--- src/rtl/fp_alu_seq.sv ---
// Sequential FP ALU front-end: serial operand load, external execution handshake, serial result drain.
// Optional macro FP_ALU_SEQ_TIMEOUT_EN adds a WAIT-state timeout that aborts to IDLE with err set.
module fp_alu_seq #(
  parameter int DATA_W  = 32,
  parameter int BUS_W   = 8,
  parameter int OPC_W   = 2,
  parameter int TIMEOUT = 16
) (
  input  logic              clk,
  input  logic              rst,
  input  logic              start,
  input  logic [OPC_W-1:0]  opcode,
  input  logic [BUS_W-1:0]  in_data,
  input  logic              in_valid,
  output logic              in_ready,
  output logic [DATA_W-1:0] ex_a,
  output logic [DATA_W-1:0] ex_b,
  output logic [OPC_W-1:0]  ex_op,
  output logic              ex_req,
  input  logic              ex_ack,
  input  logic [DATA_W-1:0] ex_result,
  output logic [BUS_W-1:0]  out_data,
  output logic              out_valid,
  input  logic              out_ready,
  output logic              out_last,
  output logic              busy,
  output logic              err,
  output logic [2:0]        state_out
);

  localparam int N     = DATA_W / BUS_W;
  localparam int CNT_W = (N > 1) ? $clog2(N) : 1;
  localparam logic [CNT_W-1:0] LAST = CNT_W'(N - 1);

  if ((TIMEOUT < 1) || (N < 1) || ((DATA_W % BUS_W) != 0)) begin : g_bad_cfg
    $error("fp_alu_seq: invalid parameter combination");
  end

  typedef enum logic [2:0] {
    S_IDLE   = 3'd0,
    S_LOAD_A = 3'd1,
    S_LOAD_B = 3'd2,
    S_EXEC   = 3'd3,
    S_WAIT   = 3'd4,
    S_OUT    = 3'd5
  } state_t;

  state_t            state_q, state_d;
  logic [CNT_W-1:0]  cnt_q, cnt_d;
  logic [OPC_W-1:0]  op_q, op_d;
  logic [DATA_W-1:0] a_q, a_d, b_q, b_d, res_q, res_d;
  logic [31:0]       idx;
  logic              beat_in, beat_out, cnt_last;

`ifdef FP_ALU_SEQ_TIMEOUT_EN
  localparam int TMR_W = $clog2(TIMEOUT + 1);
  logic [TMR_W-1:0] tmr_q, tmr_d;
  logic             err_q, err_d;
`endif

  assign idx      = 32'(cnt_q) * 32'(BUS_W);
  assign cnt_last = (cnt_q == LAST);
  assign in_ready = (state_q == S_LOAD_A) || (state_q == S_LOAD_B);
  assign beat_in  = in_valid & in_ready;
  assign out_valid = (state_q == S_OUT);
  assign beat_out = out_valid & out_ready;
  assign out_last = out_valid & cnt_last;
  assign out_data = out_valid ? res_q[idx +: BUS_W] : '0;
  assign ex_req   = (state_q == S_EXEC);
  assign ex_a     = a_q;
  assign ex_b     = b_q;
  assign ex_op    = op_q;
  assign busy     = (state_q != S_IDLE);
  assign state_out = state_q;
`ifdef FP_ALU_SEQ_TIMEOUT_EN
  assign err = err_q;
`else
  assign err = 1'b0;
`endif

  always_comb begin
    state_d = state_q;
    cnt_d   = cnt_q;
    op_d    = op_q;
    a_d     = a_q;
    b_d     = b_q;
    res_d   = res_q;
`ifdef FP_ALU_SEQ_TIMEOUT_EN
    tmr_d   = '0;
    err_d   = err_q;
`endif
    case (state_q)
      S_IDLE: begin
        if (start) begin
          op_d    = opcode;
          cnt_d   = '0;
`ifdef FP_ALU_SEQ_TIMEOUT_EN
          err_d   = 1'b0;
`endif
          state_d = S_LOAD_A;
        end
      end
      S_LOAD_A: begin
        if (beat_in) begin
          a_d[idx +: BUS_W] = in_data;
          if (cnt_last) begin
            cnt_d   = '0;
            state_d = S_LOAD_B;
          end else begin
            cnt_d = cnt_q + 1'b1;
          end
        end
      end
      S_LOAD_B: begin
        if (beat_in) begin
          b_d[idx +: BUS_W] = in_data;
          if (cnt_last) begin
            cnt_d   = '0;
            state_d = S_EXEC;
          end else begin
            cnt_d = cnt_q + 1'b1;
          end
        end
      end
      S_EXEC: begin
        state_d = S_WAIT;
      end
      S_WAIT: begin
        // An ack on the final timeout cycle still wins over the abort
        if (ex_ack) begin
          res_d   = ex_result;
          cnt_d   = '0;
          state_d = S_OUT;
        end
`ifdef FP_ALU_SEQ_TIMEOUT_EN
        else if (tmr_q == TMR_W'(TIMEOUT - 1)) begin
          err_d   = 1'b1;
          state_d = S_IDLE;
        end else begin
          tmr_d = tmr_q + 1'b1;
        end
`endif
      end
      S_OUT: begin
        if (beat_out) begin
          if (cnt_last) begin
            cnt_d   = '0;
            state_d = S_IDLE;
          end else begin
            cnt_d = cnt_q + 1'b1;
          end
        end
      end
      default: state_d = S_IDLE;
    endcase
  end

  always_ff @(posedge clk) begin
    if (rst) begin
      state_q <= S_IDLE;
      cnt_q   <= '0;
      op_q    <= '0;
      a_q     <= '0;
      b_q     <= '0;
      res_q   <= '0;
`ifdef FP_ALU_SEQ_TIMEOUT_EN
      tmr_q   <= '0;
      err_q   <= 1'b0;
`endif
    end else begin
      state_q <= state_d;
      cnt_q   <= cnt_d;
      op_q    <= op_d;
      a_q     <= a_d;
      b_q     <= b_d;
      res_q   <= res_d;
`ifdef FP_ALU_SEQ_TIMEOUT_EN
      tmr_q   <= tmr_d;
      err_q   <= err_d;
`endif
    end
  end

endmodule

--- config.mk ---
export PLATFORM = sky130hd
export DESIGN_NAME = fp_alu_seq
export DESIGN_NICKNAME = d
export VERILOG_FILES = /design/src/rtl/fp_alu_seq.sv
export SDC_FILE = /design/constraint.sdc
export NUM_CORES = 1
export LEC_CHECK = 0
export BUFFER_PORTS_ARGS = -buffer_cell sky130_fd_sc_hd__buf_2
export CORE_MARGIN = 10
export CORE_UTILIZATION = 47
export DETAILED_ROUTE_END_ITERATION = 10
export PLACE_DENSITY = 0.74
export SLEW_MARGIN = 10
export SYNTH_ARGS = -nofsm -noshare
export SYNTH_HDL_FRONTEND = slang
export SYNTH_SLANG_ARGS = --single-unit
--- constraint.sdc ---
create_clock -name clk -period 2.6 [get_ports clk]
set_input_delay 0.52 -clock clk [delete_from_list [all_inputs] [get_ports clk]]
set_output_delay 0.52 -clock clk [all_outputs]
set_load 0.01 [all_outputs]
==> results.py, run 1 <==
metrics = {
    "run_status": {
        "status": "completed",
    },
    "clock_tree": {
        "clk_latency_ns": 0.36,
        "path_clk_slew_ns": 0.10,
        "postCtsResizedCells": 0,
        "post-cts-setup-buffers": 0,
        "ctsHoldBuffers": 0,
        "cts_root_buf": "clkbuf_8",
        "clockBufferDepth": 2,
        "h-tree-depth": 3,
        "clock_sinks": 103,
        "cts_buffers": 9,
        "cts_tree": "yes",
    },
    "worst_hold_path": {
        "hold_path_class": "in -> reg",
        "min_from": "ex_result[20]",
        "whs_path_depth": 3,
        "hold_end": "res_q[20]",
    },
    "detailed_routing": {
        "dr.pass1.iters": 7,
        "drc": 0,
        "vias": 3969,
        "routed_wirelength_um": 12200,
        "final_antenna_net_count": 0,
        "vias_per_cell": 5.41,
        "wl_per_cell_um": 16.6,
        "drtIter0Drc": 274,
    },
    "logic_synthesis": {
        "ys_seq_elements": 103,
        "syn_area_per_cell_um2": 8.27,
        "synth.distinct_cells": 40,
        "yosys_warnings": 0,
        "syn_area_mm2": 0.00429,
        "async_reset_ff_share_pct": 0,
        "ys_seq_area_share_pct": 48.0,
        "synth-edff-count": 0,
        "synthesis.nets": 571,
        "ys.flop_type": "dfxtp_1",
        "syn_inst": 519,
    },
    "critical_path": {
        "r2r_cells": 5,
        "r2r_slack_ns": 0.60,
        "path_buf_inv": 1,
        "max_stage_delay_ns": 0.60,
        "worst_ep_required_time_ns": 2.08,
        "cp_slowest_cell": "dfxtp_1",
        "cp_top_family": "simple AND/OR/NAND/NOR gates",
        "crit_type": "reg -> out",
        "crit_chain": "nor2b_2 > and3_1 > buf_2",
        "start_kind": "flip-flop",
        "worstSetupEndpointType": "output pin",
        "cp.arrival_ns": 1.91,
        "r2r-end": "res_q[13]",
        "cp_max_fo": 15,
        "reg2reg_from": "state_out[2]",
    },
    "placed_design": {
        "gp_congestion": 0.770,
        "port_buffers": 129,
        "place_area_mm2": 0.00493,
        "hpwl_um": 8910,
    },
    "global_routing": {
        "grt_util_met3_pct": 5.79,
        "grt_pass1_wl_um": 19200,
        "first_global_vias": 3928,
        "busiest_layer": "met2",
        "overflow": 0,
        "antenna_found_initial": 0,
        "grt_use_met2_pct": 31.0,
        "grt_use_total_pct": 17.9,
        "use_met1_pct": 20.1,
        "grt_max_degree": 51,
    },
    "sta": {
        "fin_crit_ns": 2.43,
        "period_share_pct": 93.6,
        "rsz0062_at_grt": "no",
        "tightest_slew_ns": 0.581,
        "clock.fmax_mhz": 411,
        "slew-limit-headroom_pct": 61.3,
        "timing.final.max_slew_violations": 0,
        "finalHoldViolations": 0,
        "fin_skew_ns": 0.0113,
        "setup_violations": 0,
        "tns_ns": 0,
    },
    "layout": {
        "final_nets": 673,
        "multi_input_area_mm2": 0.00199,
        "register_area_mm2": 0.00206,
        "fin_util_pct": 58.2,
        "design_area_mm2": 0.00512,
        "final_cell_mix": "buf_2, nand2_1, dfxtp_1",
        "mostFrequentLayoutCell": "buf_2",
        "area_delta_synth_final_pct": 19.4,
        "fillers": 825,
        "final_layout_size_suffix_gt1_share_pct": 27.5,
        "antennaDiodeCount": 0,
    },
    "floorplanning": {
        "initial_core_util_pct": 48.7,
        "core_region_area_mm2": 0.00881,
        "core.rowCount": 34,
        "chipHeight_um": 116,
        "die_area_mm2": 0.0134,
        "num_io_pins": 131,
        "die_x_um": 116,
    },
    "power_and_ir_drop": {
        "irDropWorstVdd_mv": 0.298,
        "p_leak_nw": 2.11,
        "p_per_area_mw_per_mm2": 655,
    },
    "run": {
        "max-cap-violations": 0,
    },
}
layer usage:
metal	share of wire (%)	wire length [um]
met1	40	4920
met2	49	6030
met3	8.9	1090
met4	1.2	152
met5	0	0
kinds of logic (layout without fill, tap and decap cells):
kind of cell | after synthesis | after routing | synth area share (%)
AND/OR/NAND/NOR | 237 | 237 | 25.8
AO/OA/AOI/OAI | 111 | 111 | 14.3
flip-flops | 103 | 103 | 48.0
buffers and inverters | 52 | 158 | 5.63
multiplexers | 11 | 11 | 5.01
adder cells (fa/ha/maj) | 4 | 4 | 1.17
other | 1 | 1 | 0.0874
worst max-delay path by stage:
stage	startpoint	end	slack, ns	cells past startpoint
2_1_floorplan	cnt_q[1]	ex_b[10]	0.69	8
3_3_place_gp	cnt_q[0]	out_data[1]	0.61	4
3_5_place_dp	cnt_q[0]	out_data[6]	0.56	4
4_1_cts	state_out[2]	out_data[5]	0.16	3
5_1_grt	state_out[2]	out_data[5]	0.02	3
6_report	state_out[2]	out_data[5]	0.17	3
flip-flops by register name (all words and copies together), names as in the netlist:
name       cells
ex_a          32
state_out      3
ex_b          32
res_q         32
cnt_q          2
ex_op          2
power breakdown:
part	internal (mW)	total, mW	switching, mW
Combinational	0.260	0.652	0.392
Clock	0.446	1.00	0.557
Sequential	1.63	1.70	0.0716
Total	2.34	3.36	1.02
final cells by class:
| type | count | area share, % |
|---|---|---|
| clock inverter | 6 | 1.39 |
| sequential | 103 | 40.2 |
| inverter | 5 | 0.366 |
| multi-input combinational | 364 | 38.8 |
| tap | 108 | 2.64 |
| timing repair buffer | 138 | 14.2 |
| clock buffer | 9 | 2.42 |
worst register-to-register path: stages, from the launching register on:
cell,delay (ns)
dfxtp_1,0.60
nor2b_2,0.55
and3b_1,0.23
buf_4,0.30
nand2_1,0.13
a21oi_1,0.12
per-stage QoR:
step | hold WS [ns] | worst slack, ns | power, mW | std cells
2_1_floorplan | 0.433 | 0.687 | 2.19 | 519
3_3_place_gp | 0.438 | 0.605 | 2.37 | 718
3_5_place_dp | 0.444 | 0.558 | 2.39 | 718
6_report | 0.386 | 0.166 | 3.36 | 733
4_1_cts | 0.370 | 0.157 | 3.37 | 733
5_1_grt | 0.374 | 0.0221 | 3.51 | 733
cell usage after synthesis, types with 3 or more instances:
cell / number / area (um^2)
o21ai_1: 3 / 15.0
nand3_1: 53 / 265
nand2_1: 127 / 477
ha_1: 4 / 50.1
and2_1: 4 / 25.0
dfxtp_1: 103 / 2060
inv_1: 5 / 18.8
a21oi_1: 87 / 435
and3_1: 12 / 75.1
nor2_1: 19 / 71.3
buf_2: 25 / 125
clkbuf_1: 19 / 71.3
a22oi_1: 16 / 120
mux4_2: 8 / 180
(Power assumes the default switching activity.)
==> run 2: changes to the inputs <==
--- a/config.mk
+++ b/config.mk
@@ -7,9 +7,11 @@
 export LEC_CHECK = 0
 export BUFFER_PORTS_ARGS = -buffer_cell sky130_fd_sc_hd__buf_2
 export CORE_MARGIN = 10
-export CORE_UTILIZATION = 47
+export CORE_UTILIZATION = 51
 export DETAILED_ROUTE_END_ITERATION = 10
-export PLACE_DENSITY = 0.74
+export GPL_ROUTABILITY_DRIVEN = 0
+export PLACE_DENSITY = 0.79
+export SETUP_SLACK_MARGIN = 0.5
 export SLEW_MARGIN = 10
 export SYNTH_ARGS = -nofsm -noshare
 export SYNTH_HDL_FRONTEND = slang
==> run 2 against run 1 <==
Effect of this change:
- die area fell by 6.5%
- clock skew rose by 0.0012 ns
- critical path type unchanged
- routed wire length fell by 0.16%
- fmax rose by 9.5%
==> results.py, run 2 (synthesis gave the netlist of run 1 again) <==
metrics = {
    "floorplanning": {
        "core.rowCount": 33,
        "chipHeight_um": 112,
        "core_region_area_mm2": 0.00822,
        "die_area_mm2": 0.0125,
        "num_io_pins": 131,
        "die_x_um": 112,
        "initial_core_util_pct": 52.2,
    },
    "layout": {
        "final_cell_mix": "nand2_1, buf_2, dfxtp_1",
        "antennaDiodeCount": 0,
        "final_nets": 681,
        "final_layout_size_suffix_gt1_share_pct": 30.6,
        "multi_input_area_mm2": 0.00205,
        "register_area_mm2": 0.00207,
        "area_delta_synth_final_pct": 23.7,
        "mostFrequentLayoutCell": "nand2_1",
        "fillers": 687,
    },
    "critical_path": {
        "r2r_cells": 7,
        "reg2reg_from": "state_out[2]",
        "crit_type": "reg -> out",
        "worstSetupEndpointType": "output pin",
        "worst_ep_required_time_ns": 2.08,
        "r2r-end": "res_q[30]",
        "start_kind": "flip-flop",
        "cp_max_fo": 4,
        "cp.arrival_ns": 1.70,
        "r2r_slack_ns": 0.66,
    },
    "worst_hold_path": {
        "hold_path_class": "in -> reg",
        "hold_end": "res_q[12]",
        "min_from": "ex_result[12]",
        "whs_path_depth": 3,
    },
    "sta": {
        "fin_skew_ns": 0.0124,
        "rsz0062_at_grt": "yes",
        "fin_crit_ns": 2.22,
        "timing.final.max_slew_violations": 0,
        "slew-limit-headroom_pct": 61.8,
        "setup_violations": 0,
        "period_share_pct": 85.5,
        "tns_ns": 0,
        "finalHoldViolations": 0,
        "holdWs_ns": 0.384,
        "tightest_slew_ns": 0.572,
        "clock.fmax_mhz": 450,
    },
    "power_and_ir_drop": {
        "irDropWorstVdd_mv": 0.368,
        "p_per_area_mw_per_mm2": 640,
        "p_seq_share_pct": 50.4,
        "p_int_mw": 2.34,
        "p_clk_share_pct": 27.8,
        "power_frac_comb_pct": 21.9,
        "power_switching_mw": 1.05,
        "p_leak_nw": 2.15,
        "sw_frac_of_total_pct": 31.0,
    },
    "clock_tree": {
        "clock_sinks": 103,
        "cts_root_buf": "clkbuf_8",
        "ctsHoldBuffers": 0,
        "h-tree-depth": 3,
        "clk_latency_ns": 0.36,
        "path_clk_slew_ns": 0.10,
        "cts_buffers": 9,
        "cts_tree": "yes",
        "clockBufferDepth": 2,
    },
    "placed_design": {
        "port_buffers": 129,
        "hpwl_um": 8590,
    },
    "detailed_routing": {
        "vias": 4030,
        "wl_per_cell_um": 16.5,
        "drc": 0,
        "routed_wirelength_um": 12200,
        "vias_per_cell": 5.45,
        "dr.pass1.iters": 5,
        "drtIter0Drc": 214,
        "final_antenna_net_count": 0,
    },
    "run_status": {
        "status": "completed",
    },
    "global_routing": {
        "first_global_vias": 3821,
        "overflow": 0,
        "grt_max_degree": 52,
        "grt_pass1_wl_um": 19100,
        "antenna_found_initial": 0,
        "grt_use_total_pct": 18.1,
    },
    "run": {
        "max-cap-violations": 0,
    },
}
==> run 2: changes by cell type in the layout (fill, tap and decap cells not counted), moves of 4 or more <==
cell,previous run,this run
and3_1,12,5
and3_4,0,7
buf_2,129,122
buf_4,8,14
buf_6,0,6
dfxtp_1,103,98
dfxtp_2,0,4
==> run 2: repair_timing <==
| item | 4_1_cts | 5_1_grt |
|---|---|---|
| gates cloned | 0 | 2 |
| gates resized for setup | 9 | 19 |
| pin swaps | 0 | 2 |
| buffers inserted | 4 | 1 |
| setup endpoints to repair | 10 | 11 |
==> run 2: how the worst max path moves through the flow <==
stage	slack, ns	endpoint	startpoint
floorplan	0.69	ex_b[10]	cnt_q[1]
global placement	0.61	out_data[1]	cnt_q[0]
detailed placement	0.57	out_data[2]	cnt_q[0]
CTS	0.38	out_data[2]	cnt_q[0]
global route	0.33	out_data[4]	cnt_q[0]
finish	0.38	out_data[4]	cnt_q[0]
==> run 2: layout make-up <==
| cell class | count | area share [%] |
|---|---|---|
| clock buffer | 11 | 2.66 |
| clock inverter | 5 | 0.802 |
| inverter | 5 | 0.354 |
| multi-input combinational | 365 | 38.7 |
| sequential | 103 | 39.0 |
| tap | 105 | 2.48 |
| timing repair buffer | 145 | 16.0 |
==> run 2: worst max-delay path: stages (launching register included) <==
cell and delay [ns]:
dfxtp_4 0.39, clkbuf_16 0.15, mux4_2 0.50, and3_4 0.20, buf_6 0.11
==> run 2: power groups by stage <==
stage	sequential (mW)	combinational [mW]	clock [mW]
after global placement	1.73	0.654	0
after global routing	1.72	0.809	1.02
after detailed placement	1.73	0.666	0
after CTS	1.70	0.706	0.957
after floorplan	1.72	0.467	0
final	1.71	0.743	0.943
==> run 2: stage by stage <==
step           power [mW]  cells  utilization [%]  area [um^2]  setup WS [ns]
4_1_cts              3.36    736             63.0         5170          0.376
3_3_place_gp         2.38    716             60.0         4930          0.608
2_1_floorplan        2.19    519                -         4290          0.687
3_5_place_dp         2.40    716             60.0         4930          0.568
6_report             3.40    739             64.6         5310          0.377
5_1_grt              3.55    739             64.6         5310          0.331
==> run 2: layer usage <==
layer  GRT usage, %  vias up  share of wire, %
met1           21.3     1892                40
li1               -     1984                 -
met4           5.48        0              0.90
met2           30.6      146                50
met3           5.85        8               8.4
met5              0        -                 0
==> run 3: changes to the inputs <==
--- a/config.mk
+++ b/config.mk
@@ -8,6 +8,7 @@
 export BUFFER_PORTS_ARGS = -buffer_cell sky130_fd_sc_hd__buf_2
 export CORE_MARGIN = 10
 export CORE_UTILIZATION = 51
+export CTS_BUF_LIST = sky130_fd_sc_hd__clkbuf_4 sky130_fd_sc_hd__clkbuf_8 sky130_fd_sc_hd__clkbuf_16
 export DETAILED_ROUTE_END_ITERATION = 10
 export GPL_ROUTABILITY_DRIVEN = 0
 export PLACE_DENSITY = 0.79
==> run 3 against run 2 <==
Effect of this change:
- via count is 0.30% higher
- clock power is 1% higher
- clock skew hardly changed
- hold slack worse by 0.00099 ns
- count of clock-buffer cells in the layout stayed put
- combinational power hardly changed
- core utilization hardly changed
==> results.py, run 3 (synthesis gave the netlist of run 1 again) <==
metrics = {
    "critical_path": {
        "cp.arrival_ns": 1.70,
        "max_stage_delay_ns": 0.50,
        "cp_max_fo": 4,
        "r2r_slack_ns": 0.66,
        "path_buf_inv": 2,
        "crit_type": "reg -> out",
        "worst_ep_required_time_ns": 2.08,
        "worstSetupEndpointType": "output pin",
        "crit_chain": "clkbuf_16 > mux4_2 > and3_4 > buf_6",
        "cp_top_family": "multiplexers",
        "start_kind": "flip-flop",
        "cp_slowest_cell": "mux4_2",
    },
    "sta": {
        "rsz0062_at_grt": "yes",
        "slew-limit-headroom_pct": 61.3,
        "clock.fmax_mhz": 450,
        "finalHoldViolations": 0,
        "fin_crit_ns": 2.22,
        "timing.final.max_slew_violations": 0,
        "setup_violations": 0,
        "tightest_slew_ns": 0.580,
        "fin_skew_ns": 0.0124,
        "tns_ns": 0,
        "period_share_pct": 85.5,
        "holdWs_ns": 0.383,
    },
    "floorplanning": {
        "initial_core_util_pct": 52.2,
        "core_region_area_mm2": 0.00822,
        "die_x_um": 112,
        "num_io_pins": 131,
        "chipHeight_um": 112,
        "core.rowCount": 33,
        "die_area_mm2": 0.0125,
    },
    "global_routing": {
        "grt_max_degree": 52,
        "antenna_found_initial": 0,
        "grt_pass1_wl_um": 19100,
        "first_global_vias": 3821,
        "overflow": 0,
        "grt_use_total_pct": 18.1,
    },
    "layout": {
        "register_area_mm2": 0.00207,
        "final_layout_size_suffix_gt1_share_pct": 30.8,
        "fillers": 686,
        "area_delta_synth_final_pct": 23.8,
        "finalNonFillerCells": 739,
        "final_cell_mix": "nand2_1, buf_2, dfxtp_1",
        "antennaDiodeCount": 0,
        "mostFrequentLayoutCell": "nand2_1",
        "multi_input_area_mm2": 0.00205,
        "final_nets": 681,
    },
    "clock_tree": {
        "cts_tree": "yes",
        "clockBufferDepth": 2,
        "cts_root_buf": "clkbuf_8",
        "clk_latency_ns": 0.36,
        "h-tree-depth": 3,
        "cts_buffers": 9,
        "clock_sinks": 103,
        "path_clk_slew_ns": 0.10,
    },
    "run": {
        "max-cap-violations": 0,
    },
    "power_and_ir_drop": {
        "p_int_mw": 2.35,
        "sw_frac_of_total_pct": 30.9,
        "p_leak_nw": 2.15,
        "power_switching_mw": 1.05,
        "power_frac_comb_pct": 21.8,
        "finalPower_mw": 3.41,
        "p_seq_share_pct": 50.2,
        "irDropWorstVdd_mv": 0.369,
        "p_per_area_mw_per_mm2": 642,
        "p_clk_share_pct": 28.0,
    },
    "placed_design": {
        "hpwl_um": 8590,
        "port_buffers": 129,
        "dp_cells": 716,
    },
    "detailed_routing": {
        "dr.pass1.iters": 5,
        "wl_per_cell_um": 16.5,
        "drtIter0Drc": 213,
        "routed_wirelength_um": 12200,
        "vias": 4042,
        "drc": 0,
        "vias_per_cell": 5.47,
        "final_antenna_net_count": 0,
    },
    "worst_hold_path": {
        "hold_path_class": "in -> reg",
    },
    "run_status": {
        "status": "completed",
    },
}
run 3: cell count changes in the layout (fill, tap and decap cells not counted):
| cell | previous run | this run |
|---|---|---|
| clkbuf_1 | 1 | 0 |
| clkbuf_4 | 0 | 1 |
run 3: final timing paths:
path	to	startpoint	cells past startpoint
setup reg to reg	res_q[30]	state_out[2]	7
setup / recovery	out_data[4]	cnt_q[0]	4
hold reg to reg	res_q[24]	res_q[24]	2
hold / removal	res_q[12]	ex_result[12]	3
run 3: power groups by stage:
stage               clock, mW  combinational, mW  sequential (mW)
finish                  0.955              0.742             1.71
global route             1.03              0.809             1.72
CTS                     0.967              0.706             1.70
detailed placement          0              0.666             1.73
global placement            0              0.654             1.73
floorplan                   0              0.467             1.72
run 3: final cells by class:
cell class                 instances  share of cell area [%]
inverter                           5                   0.353
multi-input combinational        365                    38.7
timing repair buffer             145                    16.0
sequential                       103                    39.0
clock inverter                     5                   0.801
clock buffer                      11                    2.73
tap                              105                    2.47
run 3: worst min-delay path: stages:
cell and delay [ns]:
buf_2 0.09, nand2_1 0.04, a21oi_1 0.05
run 3: layer usage:
metal | vias to the layer above | part of all wire, % | GRT usage, %
met3 | 10 | 8.3 | 5.85
met1 | 1900 | 40 | 21.3
met5 | - | 0 | 0
met4 | 0 | 1.1 | 5.48
met2 | 149 | 50 | 30.6
li1 | 1983 | - | -
run 3: metrics by stage:
step	cell area (um^2)	utilization, %	setup slack (ns)
4_1_cts	5180	63.0	0.376
3_3_place_gp	4930	60.0	0.608
3_5_place_dp	4930	60.0	0.568
6_report	5310	64.6	0.377
2_1_floorplan	4290	-	0.687
5_1_grt	5310	64.6	0.331
run 3: timing repair:
item                                    in CTS  in global routing
pin swaps                                    0                  2
buffers inserted                             4                  1
endpoints found under the setup margin      10                 11
gates cloned                                 0                  2
resized for setup                            9                 19
hold buffers                                 0                  0
